File: src/rtl/surf4_id_ctrl_pkg.sv
// Shared constants for the SURF4 ID/control register block: register map, ID word,
// CTRL bit positions and the bus FSM state encoding.
package surf4_id_ctrl_pkg;

    // Word offsets, i.e. byte offset[15:2]
    localparam logic [13:0] ADR_ID      = 14'h0000;
    localparam logic [13:0] ADR_VERSION = 14'h0001;
    localparam logic [13:0] ADR_SCRATCH = 14'h0002;
    localparam logic [13:0] ADR_CTRL    = 14'h0003;
    localparam logic [13:0] ADR_UPTIME  = 14'h0004;

    localparam logic [31:0] ID_VALUE = 32'h5355_5246;  // "SURF"

    localparam int unsigned CTRL_SRST_BIT = 0;
    localparam int unsigned CTRL_LED_LSB  = 4;
    localparam int unsigned CTRL_LED_MSB  = 7;

    typedef enum logic {
        StIdle,
        StTerm
    } state_t;

    function automatic logic is_mapped(input logic [13:0] word);
        return word <= ADR_UPTIME;
    endfunction

endpackage

File: src/rtl/surf4_id_ctrl_pulse_stretch.sv
// Reloadable down-counter: active while the count is non-zero; a load during an
// active pulse restarts the count, extending the pulse.
module surf4_id_ctrl_pulse_stretch #(
    parameter int unsigned CNT_W = 8
) (
    input  logic             clk,
    input  logic             rst,
    input  logic             load,
    input  logic [CNT_W-1:0] len,
    output logic             active
);

    logic [CNT_W-1:0] cnt_q;

    always_ff @(posedge clk) begin
        if (rst) begin
            cnt_q <= '0;
        end else if (load) begin
            cnt_q <= len;
        end else if (cnt_q != '0) begin
            cnt_q <= cnt_q - 1'b1;
        end
    end

    assign active = (cnt_q != '0);

endmodule

File: src/rtl/surf4_id_ctrl.sv
// WISHBONE classic responder for board ID, firmware version, scratch, control and uptime
// registers; drives the soft-reset pulse and LEDs.
module surf4_id_ctrl
    import surf4_id_ctrl_pkg::*;
#(
    parameter logic [31:0] FW_VERSION = 32'h0000_0001,
    parameter int unsigned RST_PULSE  = 16
) (
    input  logic        clk_i,
    input  logic        rst_i,
    input  logic        wb_cyc_i,
    input  logic        wb_stb_i,
    input  logic        wb_we_i,
    input  logic [19:0] wb_adr_i,
    input  logic [31:0] wb_dat_i,
    input  logic [3:0]  wb_sel_i,
    output logic [31:0] wb_dat_o,
    output logic        wb_ack_o,
    output logic        wb_err_o,
    output logic        wb_rty_o,
    output logic        soft_rst_o,
    output logic [3:0]  led_o
);

    state_t      state_q;
    logic [13:0] adr_q;
    logic        we_q;
    logic [31:0] dat_q;
    logic [3:0]  sel_q;
    logic        mapped_q;
    logic [31:0] rdata_q;
    logic [31:0] scratch_q;
    logic [3:0]  led_q;
    logic [31:0] uptime_q;
    logic [31:0] rd_mux;
    logic [13:0] word;
    logic        commit;
    logic        srst_load;

    logic unused_adr;
    assign unused_adr = ^{wb_adr_i[19:16], wb_adr_i[1:0]};

    assign word = wb_adr_i[15:2];

    always_comb begin
        rd_mux = 32'h0;
        case (word)
            ADR_ID:      rd_mux = ID_VALUE;
            ADR_VERSION: rd_mux = FW_VERSION;
            ADR_SCRATCH: rd_mux = scratch_q;
            ADR_CTRL:    rd_mux = {24'h0, led_q, 4'h0};
            ADR_UPTIME:  rd_mux = uptime_q;
            default:     rd_mux = 32'h0;
        endcase
    end

    // Termination is withheld if the master drops cyc during TERM or reset hits mid-transfer.
    assign commit   = (state_q == StTerm) && wb_cyc_i && !rst_i;
    assign wb_ack_o = commit && mapped_q;
    assign wb_err_o = commit && !mapped_q;
    assign wb_rty_o = 1'b0;
    assign wb_dat_o = rdata_q;
    assign led_o    = led_q;

    assign srst_load = commit && we_q && (adr_q == ADR_CTRL) && sel_q[0] && dat_q[CTRL_SRST_BIT];

    always_ff @(posedge clk_i) begin
        if (rst_i) begin
            state_q   <= StIdle;
            adr_q     <= '0;
            we_q      <= 1'b0;
            dat_q     <= '0;
            sel_q     <= '0;
            mapped_q  <= 1'b0;
            rdata_q   <= '0;
            scratch_q <= '0;
            led_q     <= '0;
            uptime_q  <= '0;
        end else begin
            uptime_q <= uptime_q + 32'd1;
            case (state_q)
                StIdle: begin
                    if (wb_cyc_i && wb_stb_i) begin
                        adr_q    <= word;
                        we_q     <= wb_we_i;
                        dat_q    <= wb_dat_i;
                        sel_q    <= wb_sel_i;
                        mapped_q <= is_mapped(word);
                        rdata_q  <= rd_mux;
                        state_q  <= StTerm;
                    end
                end
                StTerm: begin
                    state_q <= StIdle;
                    if (wb_cyc_i && we_q && mapped_q) begin
                        if (adr_q == ADR_SCRATCH) begin
                            for (int b = 0; b < 4; b++) begin
                                if (sel_q[b]) scratch_q[8*b +: 8] <= dat_q[8*b +: 8];
                            end
                        end
                        if (adr_q == ADR_CTRL && sel_q[0]) begin
                            led_q <= dat_q[CTRL_LED_MSB:CTRL_LED_LSB];
                        end
                    end
                end
                default: state_q <= StIdle;
            endcase
        end
    end

    surf4_id_ctrl_pulse_stretch #(
        .CNT_W(8)
    ) u_srst (
        .clk    (clk_i),
        .rst    (rst_i),
        .load   (srst_load),
        .len    (8'(RST_PULSE)),
        .active (soft_rst_o)
    );

endmodule

File: config.mk
export PLATFORM = sky130hd
export DESIGN_NAME = surf4_id_ctrl
export DESIGN_NICKNAME = d
export VERILOG_FILES = /design/src/rtl/surf4_id_ctrl_pkg.sv /design/src/rtl/surf4_id_ctrl_pulse_stretch.sv /design/src/rtl/surf4_id_ctrl.sv
export SDC_FILE = /design/constraint.sdc
export NUM_CORES = 1
export LEC_CHECK = 0
export BUFFER_PORTS_ARGS = -buffer_cell sky130_fd_sc_hd__buf_2
export CORE_UTILIZATION = 45
export CTS_BUF_LIST = sky130_fd_sc_hd__clkbuf_8
export DETAILED_ROUTE_END_ITERATION = 16
export HOLD_SLACK_MARGIN = 0.1
export PLACE_DENSITY = 0.76
export SYNTH_ARGS = -nofsm -noshare
export SYNTH_HDL_FRONTEND = slang
export SYNTH_SLANG_ARGS = --single-unit
File: constraint.sdc
create_clock -name clk_i -period 3.35 [get_ports clk_i]
set_input_delay 0.5025 -clock clk_i [delete_from_list [all_inputs] [get_ports clk_i]]
set_output_delay 0.5025 -clock clk_i [all_outputs]
set_load 0.02 [all_outputs]
# Word level (Yosys, flattened, before mapping)
# Index checks and enable logic that the tools add are counted.
# Widths: inputs -> output; s select.
# classes
n_eq_ne	6
n_mul	0
n_shift	0
n_mux	5
add_sub_neg	2
div	0
order_cmp	1
n_reduce_logical	24
bitwise	1
# ops
operator	count
$pmux 32 s5	1
$eq 14x2->1 const B	4
$add 32x1->32 const B	1
$reduce_and 4->1	4
$eq 14x1->1 const B	1
$eq 14x3->1 const B	1
$le 14x3->1 const B	1
$logic_not 14->1	1
$logic_and 1x1->1	12
$mux 5	2
$reduce_bool 8->1	1
$sub 8x1->8 const B	1
$reduce_and 3->1	1
$logic_not 1->1	2
$pmux 1 s2	1
$reduce_and 2->1	1
$reduce_bool 2->1	1
$reduce_or 2->1	1
$mux 1	1
$not 1->1	1
# word_totals
memories	0
word_cells	54
mem_bits_rw	0
ff_bits	161
latch_bits	0
in_bits	61
romBits	0

# Logic depth before layout (Yosys ltp)
# Gate-level depths: netlist of the first run.
# logic_depth
ltp_word	7
depth_mapped	7
ltp_nobuf	6

# Cells and area by module
# A second synthesis of the first run with hierarchy kept.
# hier_totals
cells_unflattened	807
hier_area_um2	6770.2
# modules_own_cells
mod	area_per_inst_um2	instances	cells_per_inst
surf4_id_ctrl	6291.0	1	753
surf4_id_ctrl_pulse_stretch	479.2	1	54

# Worst setup path after synthesis of the first run
# OpenSTA, ideal clock, no wires.
# synth_path
path_kind	register to output
from	reg u_srst.cnt_q[2]
to	out soft_rst_o
path_stages_with_launch	4
t_arrival_ns	1.589
n_path_buf	1
required_ns	2.847
setup_slack_ns	1.259
path_cell_list	dfxtp_1 or4_1 or4b_1 clkbuf_1
# synth_between
elab_chain_len	1
# synth_lines
item	line_no	text
start, declared	surf4_id_ctrl_pulse_stretch.sv:13	logic [CNT_W-1:0] cnt_q;
start signal, assigned	surf4_id_ctrl_pulse_stretch.sv:19	cnt_q <= len;
start signal, assigned	surf4_id_ctrl_pulse_stretch.sv:21	cnt_q <= cnt_q - 1'b1;
$reduce_bool 8->1	surf4_id_ctrl_pulse_stretch.sv:25	assign active = (cnt_q != '0);
end, declared	surf4_id_ctrl.sv:21	output logic soft_rst_o,
# Every way passes these cells.

# Worst setup path in the final report of the first run
# Same ends and word-level chain as after synthesis.

==> impl_metrics.csv, run 1 <==
group,metric,value,unit
outcome,status,"complete, no violations",
clocking,cts_tree,"yes",
detailed_routing,post_drt_wl_per_cell,15.0,um
power,combPwrFrac,10.6,%
power,total_power,4.03,mW
power,flop_pwr_share,50.6,%
grt,first_global_vias,5195,
placement,place_worst_setup_slack,990,ps
detailed_routing,detailedRoute.firstPassIterationCount,4,
grt,grt.met1_usage,32.4,%
timing,worst_slew_margin_rel,43.2,%
finish,finish.utilization,52.9,%
synth,post_synth_instance_area,0.00670,sq mm
timing,clock_skew,11.3,ps
clocking,clock_tree.buffer_depth,2,
timing,finalSetupTns,0,ps
clocking,insertion_delay,450,ps
grt,initial_antenna_violation_count,0,
placement,port_buffers,93,
synth,async_flop_share,0,%
synth,yosys_warning_count,0,
min_path,holdCritPathClass,"in2reg",
timing,unrepaired_setup_endpoints_after_global_routing,"no",
job,max_cap_violation_count,0,
grt,grt_first_pass_wirelength,26100,um
synth,syn_nets,880,
setup_path,reg_to_reg_end,"u_srst.cnt_q[6]",
timing,slew_viol_final,0,
timing,max_clock_freq,363,MHz
setup_path,criticalPathCategory,"reg2out",
grt,grt_util_met3,5.36,%
synth,avgSynthCellArea,8.21,sq um
detailed_routing,drcViolationCount,0,
die,design.die.area,0.0154,sq mm
clocking,ctsHoldBuffers,0,
detailed_routing,viasPerCell,5.54,
timing,holdWs,281,ps
finish,fin_cells,1075,
finish,antenna-diode-count,0,
clocking,clock-sinks,161,
finish,layout.cells.most_common_list,"sky130_fd_sc_hd__dfxtp_1, sky130_fd_sc_hd__nand2_1, sky130_fd_sc_hd__a21oi_1",
synth,synth_edf_count,0,
timing,final_period_minus_worst_setup_slack,2750,ps
synth,post-synth-top-area-fraction,48.1,%
grt,largest_net_degree_at_the_start_of_global_routing,61,
finish,leading_cell_type_in_the_layout_fill_and_taps_excluded,"sky130_fd_sc_hd__dfxtp_1",
setup_path,crit_path_start,"u_srst.cnt_q[2]",
synth,ys_types,48,
grt,gr-total-overflow,0,
setup_path,crit_path_max_fanout,6,
synth,synth_seq_cells,161,
synth,synth_top_flop_cell,"sky130_fd_sc_hd__dfxtp_1",
grt,grt_util_all_layers,21.9,%
setup_path,worst_r2r_startpoint,"adr_q[3]",
die,pin_count,101,
detailed_routing,route.antenna.remaining_nets,0,
power,power.share.switching,25.6,%
power,p_switching,1.03,mW
detailed_routing,route.vias.total,5951,
setup_path,critical_path_arrival,2250,ps
setup_path,start_kind,"flop",
die,placeableCoreArea,0.0145,sq mm
clocking,cell_chosen_for_the_clock_root,"sky130_fd_sc_hd__clkbuf_8",
power,leakagePower,2.71,nW
setup_path,reg2reg_slack,1120,ps
timing,fin_crit_sh,82.2,%
finish,signed_area_change_from_the_synthesized_netlist_to_the_final_layout,14.9,%
grt,global_route.peak_usage_layer,"met1",
synth,synthTopCellsByArea,"sky130_fd_sc_hd__dfxtp_1, sky130_fd_sc_hd__a21oi_1, sky130_fd_sc_hd__nand2_1",
die,floorplan.die.width,124,um
timing,layout_setup_ws,597,ps
clocking,cts_setup_buffers,0,
timing,setup_violations,0,
synth,synth_area_leader_cell,"sky130_fd_sc_hd__dfxtp_1",
die,rows,44,
die,die_height,124,um
setup_path,endpoint,"soft_rst_o",
placement,dp.cells,1043,
synth,yosysSeqAreaShare,48.1,%
clocking,clock_input_transition_at_the_sequential_cells_of_the_worst_setup_and_hold_paths,90,ps
finish,drive_gt1_share,17.4,%
finish,nets,942,
power,irDropWorstVdd,0.232,mV
power,p_per_area,524,mW/mm^2
power,internal_power,3.00,mW
placement,placement.cell_area,0.00725,sq mm
clocking,cts_inserted_buffers,17,
detailed_routing,drt-initial-drc-count,412,
finish,layout.cell_area.non_filler,0.00769,sq mm
finish,fillerInstances,1409,
die,initial_cell_density_of_the_core,46.1,%
clocking,cts_resized,0,
clocking,cts.htree.levels,4,
power,clkPwrFrac,38.8,%
grt,global_route.usage.met2,30.9,%
placement,detailed_place_hpwl,11000,um
placement,globalplace.congestion,0.807,
timing,tightest_slew,845,ps
timing,final_hold_viol_count,0,
setup_path,r2r.worst_path.cells,4,
setup_path,critPathRequiredTime,2850,ps
detailed_routing,drt_wl_total,16100,um
synth,synthCells,816,
setup_path,setup.worst_path.end_class,"output pin",
==> cells by family after synthesis <==
family                   Yosys count  synth area share, %
AO/OA/AOI/OAI                    240                 20.4
XOR/XNOR                          18                 2.35
adder cells (fa/ha/maj)            3                0.561
buffers and inverters             83                 5.12
flip-flops                       161                 48.1
multiplexers                       6                0.972
other                              1               0.0560
AND/OR/NAND/NOR                  304                 22.4
==> per-layer routing <==
| layer | vias up | routed length [um] |
|---|---|---|
| li1 | 3015 | - |
| met1 | 2720 | 7830 |
| met2 | 194 | 6950 |
| met3 | 22 | 1090 |
| met4 | 0 | 231 |
| met5 | - | 0 |
==> cells in the mapped netlist (6+ instances only) <==
cell / number
sky130_fd_sc_hd__a21oi_1: 114
sky130_fd_sc_hd__a22oi_1: 16
sky130_fd_sc_hd__a32oi_1: 17
sky130_fd_sc_hd__buf_2: 10
sky130_fd_sc_hd__clkbuf_1: 46
sky130_fd_sc_hd__dfxtp_1: 161
sky130_fd_sc_hd__inv_1: 21
sky130_fd_sc_hd__nand2_1: 150
sky130_fd_sc_hd__nand3_1: 47
sky130_fd_sc_hd__nand4_1: 16
sky130_fd_sc_hd__nor2_1: 27
sky130_fd_sc_hd__nor4_2: 6
sky130_fd_sc_hd__o21ai_0: 54
sky130_fd_sc_hd__o21ai_1: 20
sky130_fd_sc_hd__o31ai_1: 10
sky130_fd_sc_hd__or4_1: 14
sky130_fd_sc_hd__xnor2_1: 7
sky130_fd_sc_hd__xor2_1: 11
==> power by group through the flow <==
stage	clock (mW)	combinational, mW	sequential (mW)
floorplan	0	0.337	2.07
global placement	0	0.420	2.08
detailed placement	0	0.428	2.08
CTS	1.58	0.429	2.04
global route	1.67	0.481	2.05
finish	1.56	0.429	2.04
==> flip-flops by register name, summed over array words and instances, names as in the netlist <==
name / flops
dat_q: 32
scratch_q: 32
uptime_q: 32
wb_dat_o: 32
adr_q: 14
u_srst.cnt_q: 8
led_o: 4
sel_q: 4
mapped_q: 1
state_q: 1
we_q: 1
==> how the worst min path moves through the flow <==
| stage | startpoint | to | slack [ps] | cells past startpoint |
|---|---|---|---|---|
| final | wb_dat_i[19] | dat_q[19] | 280 | 3 |
| after global routing | wb_dat_i[17] | dat_q[17] | 260 | 3 |
| after CTS | wb_dat_i[19] | dat_q[19] | 260 | 3 |
| after detailed placement | wb_dat_o[4] | wb_dat_o[4] | 440 | 2 |
| after global placement | wb_dat_o[8] | wb_dat_o[8] | 430 | 2 |
| after floorplan | adr_q[10] | adr_q[10] | 430 | 2 |
==> final cells by class <==
| cell class | count | area, sq um | share of cell area [%] |
|---|---|---|---|
| Sequential cell | 161 | 3220 | 41.9 |
| Multi-Input combinational cell | 572 | 3160 | 41.1 |
| Timing Repair Buffer | 105 | 558 | 7.25 |
| Clock buffer | 19 | 262 | 3.40 |
| Tap cell | 184 | 230 | 2.99 |
| Clock inverter | 13 | 183 | 2.37 |
| Inverter | 21 | 78.8 | 1.02 |
==> critical path, stage by stage (launching register included) <==
cell and delay [ps]:
sky130_fd_sc_hd__dfxtp_1 360, sky130_fd_sc_hd__or4_1 560, sky130_fd_sc_hd__or4b_1 670, sky130_fd_sc_hd__buf_2 220
(Power assumes the default switching activity.)
==> run 2: changes to the inputs <==
clock period = 2.59 ns   (was 3.35 ns; I/O delays follow)
==> run 2 against run 1 <==
Compared with the run above:
- final cell count up 1.0%
- first-iteration DRC count down 5.3%
- largest power group unchanged
- clock power up 25%
- critical endpoint unchanged
==> impl_metrics.csv, run 2 (same netlist as run 1, synthesis figures left out) <==
group,metric,value,unit
outcome,status,"complete, no violations",
clocking,cts_resized,0,
setup_path,crit_path_top_delay_cell,"sky130_fd_sc_hd__or4_1",
timing,max_clock_freq,399,MHz
min_path,holdCritPathClass,"in2reg",
clocking,cts_tree,"yes",
grt,grt_first_pass_wirelength,26700,um
power,p_per_area,664,mW/mm^2
detailed_routing,drcViolationCount,0,
job,max_cap_violation_count,0,
setup_path,crit_path_max_fanout,5,
detailed_routing,drt-initial-drc-count,390,
clocking,cts_inserted_buffers,17,
setup_path,criticalPathCategory,"reg2out",
setup_path,start_kind,"flop",
finish,layout.cells.most_common_list,"sky130_fd_sc_hd__dfxtp_1, sky130_fd_sc_hd__nand2_1, sky130_fd_sc_hd__a21oi_1",
finish,multi_input_area,0.00316,sq mm
die,initial_cell_density_of_the_core,46.1,%
finish,nets,954,
placement,port_buffers,93,
setup_path,critPathRequiredTime,2200,ps
finish,ff_latch_area,0.00322,sq mm
clocking,clock_tree.buffer_depth,2,
clocking,clock-sinks,161,
setup_path,worst_path_largest_cell_delay,560,ps
die,pin_count,101,
timing,fin_crit_sh,96.8,%
clocking,cts.htree.levels,4,
detailed_routing,viasPerCell,5.60,
grt,gr-total-overflow,0,
setup_path,crit_chain,"or4_1, or4b_1, buf_2",
timing,clock_skew,13.2,ps
timing,tightest_slew,598,ps
detailed_routing,detailedRoute.firstPassIterationCount,5,
die,placeableCoreArea,0.0145,sq mm
die,die_height,124,um
timing,setup_violations,0,
clocking,ctsHoldBuffers,0,
die,rows,44,
grt,first_global_vias,5375,
detailed_routing,drt_wl_total,16800,um
clocking,insertion_delay,460,ps
finish,drive_gt1_share,18.1,%
timing,final_hold_viol_count,0,
setup_path,critical_path_arrival,2120,ps
finish,signed_area_change_from_the_synthesized_netlist_to_the_final_layout,16.3,%
finish,leading_cell_type_in_the_layout_fill_and_taps_excluded,"sky130_fd_sc_hd__dfxtp_1",
power,irDropWorstVdd,0.411,mV
clocking,cts_setup_buffers,0,
grt,largest_net_degree_at_the_start_of_global_routing,40,
die,design.die.area,0.0154,sq mm
power,total_power,5.17,mW
timing,final_period_minus_worst_setup_slack,2510,ps
placement,place_worst_setup_slack,439,ps
setup_path,critical-path-top-delay-family,"simple AND/OR/NAND/NOR gates",
timing,layout_setup_ws,81.7,ps
timing,slew_viol_final,0,
power,leakagePower,2.79,nW
detailed_routing,route.vias.total,6079,
placement,detailed_place_hpwl,11500,um
detailed_routing,post_drt_wl_per_cell,15.5,um
grt,initial_antenna_violation_count,0,
finish,fillerInstances,1426,
setup_path,critPathBufInv,1,
clocking,cell_chosen_for_the_clock_root,"sky130_fd_sc_hd__clkbuf_8",
setup_path,setup.worst_path.end_class,"output pin",
finish,antenna-diode-count,0,
placement,globalplace.congestion,0.835,
die,floorplan.die.width,124,um
timing,unrepaired_setup_endpoints_after_global_routing,"no",
detailed_routing,route.antenna.remaining_nets,0,
clocking,clock_input_transition_at_the_sequential_cells_of_the_worst_setup_and_hold_paths,80,ps
grt,grt_util_all_layers,22.7,%
timing,worst_slew_margin_rel,59.8,%
timing,finalSetupTns,0,ps
run 2: cell types whose count changed in the layout (fill, tap and decap cells not counted), sizes merged:
cell,delta
buf,+12
clkbuf,-1
clkinv,+1
clkinvlp,-3
inv,+2
run 2: where the power goes:
group	total [mW]	internal (mW)	switching, mW
sequential	2.64	2.56	0.0750
combinational	0.582	0.237	0.346
clock	1.95	1.06	0.889
total	5.17	3.86	1.31
run 2: through the flow:
| step | hold slack [ps] | cells | util, % | cell area (sq um) |
|---|---|---|---|---|
| 2_1_floorplan | 431 | 816 | - | 6700 |
| 3_3_place_gp | 431 | 1055 | 50.7 | 7370 |
| 3_5_place_dp | 440 | 1055 | 50.7 | 7370 |
| 4_1_cts | 135 | 1086 | 53.6 | 7780 |
| 5_1_grt | 143 | 1086 | 53.6 | 7780 |
| 6_report | 159 | 1086 | 53.6 | 7780 |
run 2: worst register-to-register path: cells and delay by family, from the launching register on:
family           cells  cell delay (ps)
AND/OR/NAND/NOR      2             1330
flip-flops           1              310
AO/OA/AOI/OAI        2              450
run 2: path summary, 6_finish.rpt:
kind | endpoint | start | cells past startpoint | slack (ps)
worst max-delay path | soft_rst_o | u_srst.cnt_q[2] | 3 | 80
worst min-delay path | dat_q[3] | wb_dat_i[3] | 3 | 160
worst max register to register | scratch_q[4] | adr_q[7] | 4 | 380
worst min register to register | wb_dat_o[6] | wb_dat_o[6] | 2 | 440
run 2: area by class of cell:
class | count | share of cell area [%]
timing repair buffer | 117 | 8.65
tap | 184 | 2.96
clock inverter | 13 | 2.20
sequential | 161 | 41.4
multi-input combinational | 572 | 40.6
inverter | 21 | 1.01
clock buffer | 18 | 3.18
run 2: layer usage:
metal / vias to the layer above / global-route usage, % / share of wire, %
met5: - / 0 / 0
met4: 0 / 8.93 / 1.8
met3: 26 / 5.08 / 7.6
met2: 209 / 34.0 / 45
met1: 2799 / 31.5 / 46
li1: 3045 / - / -
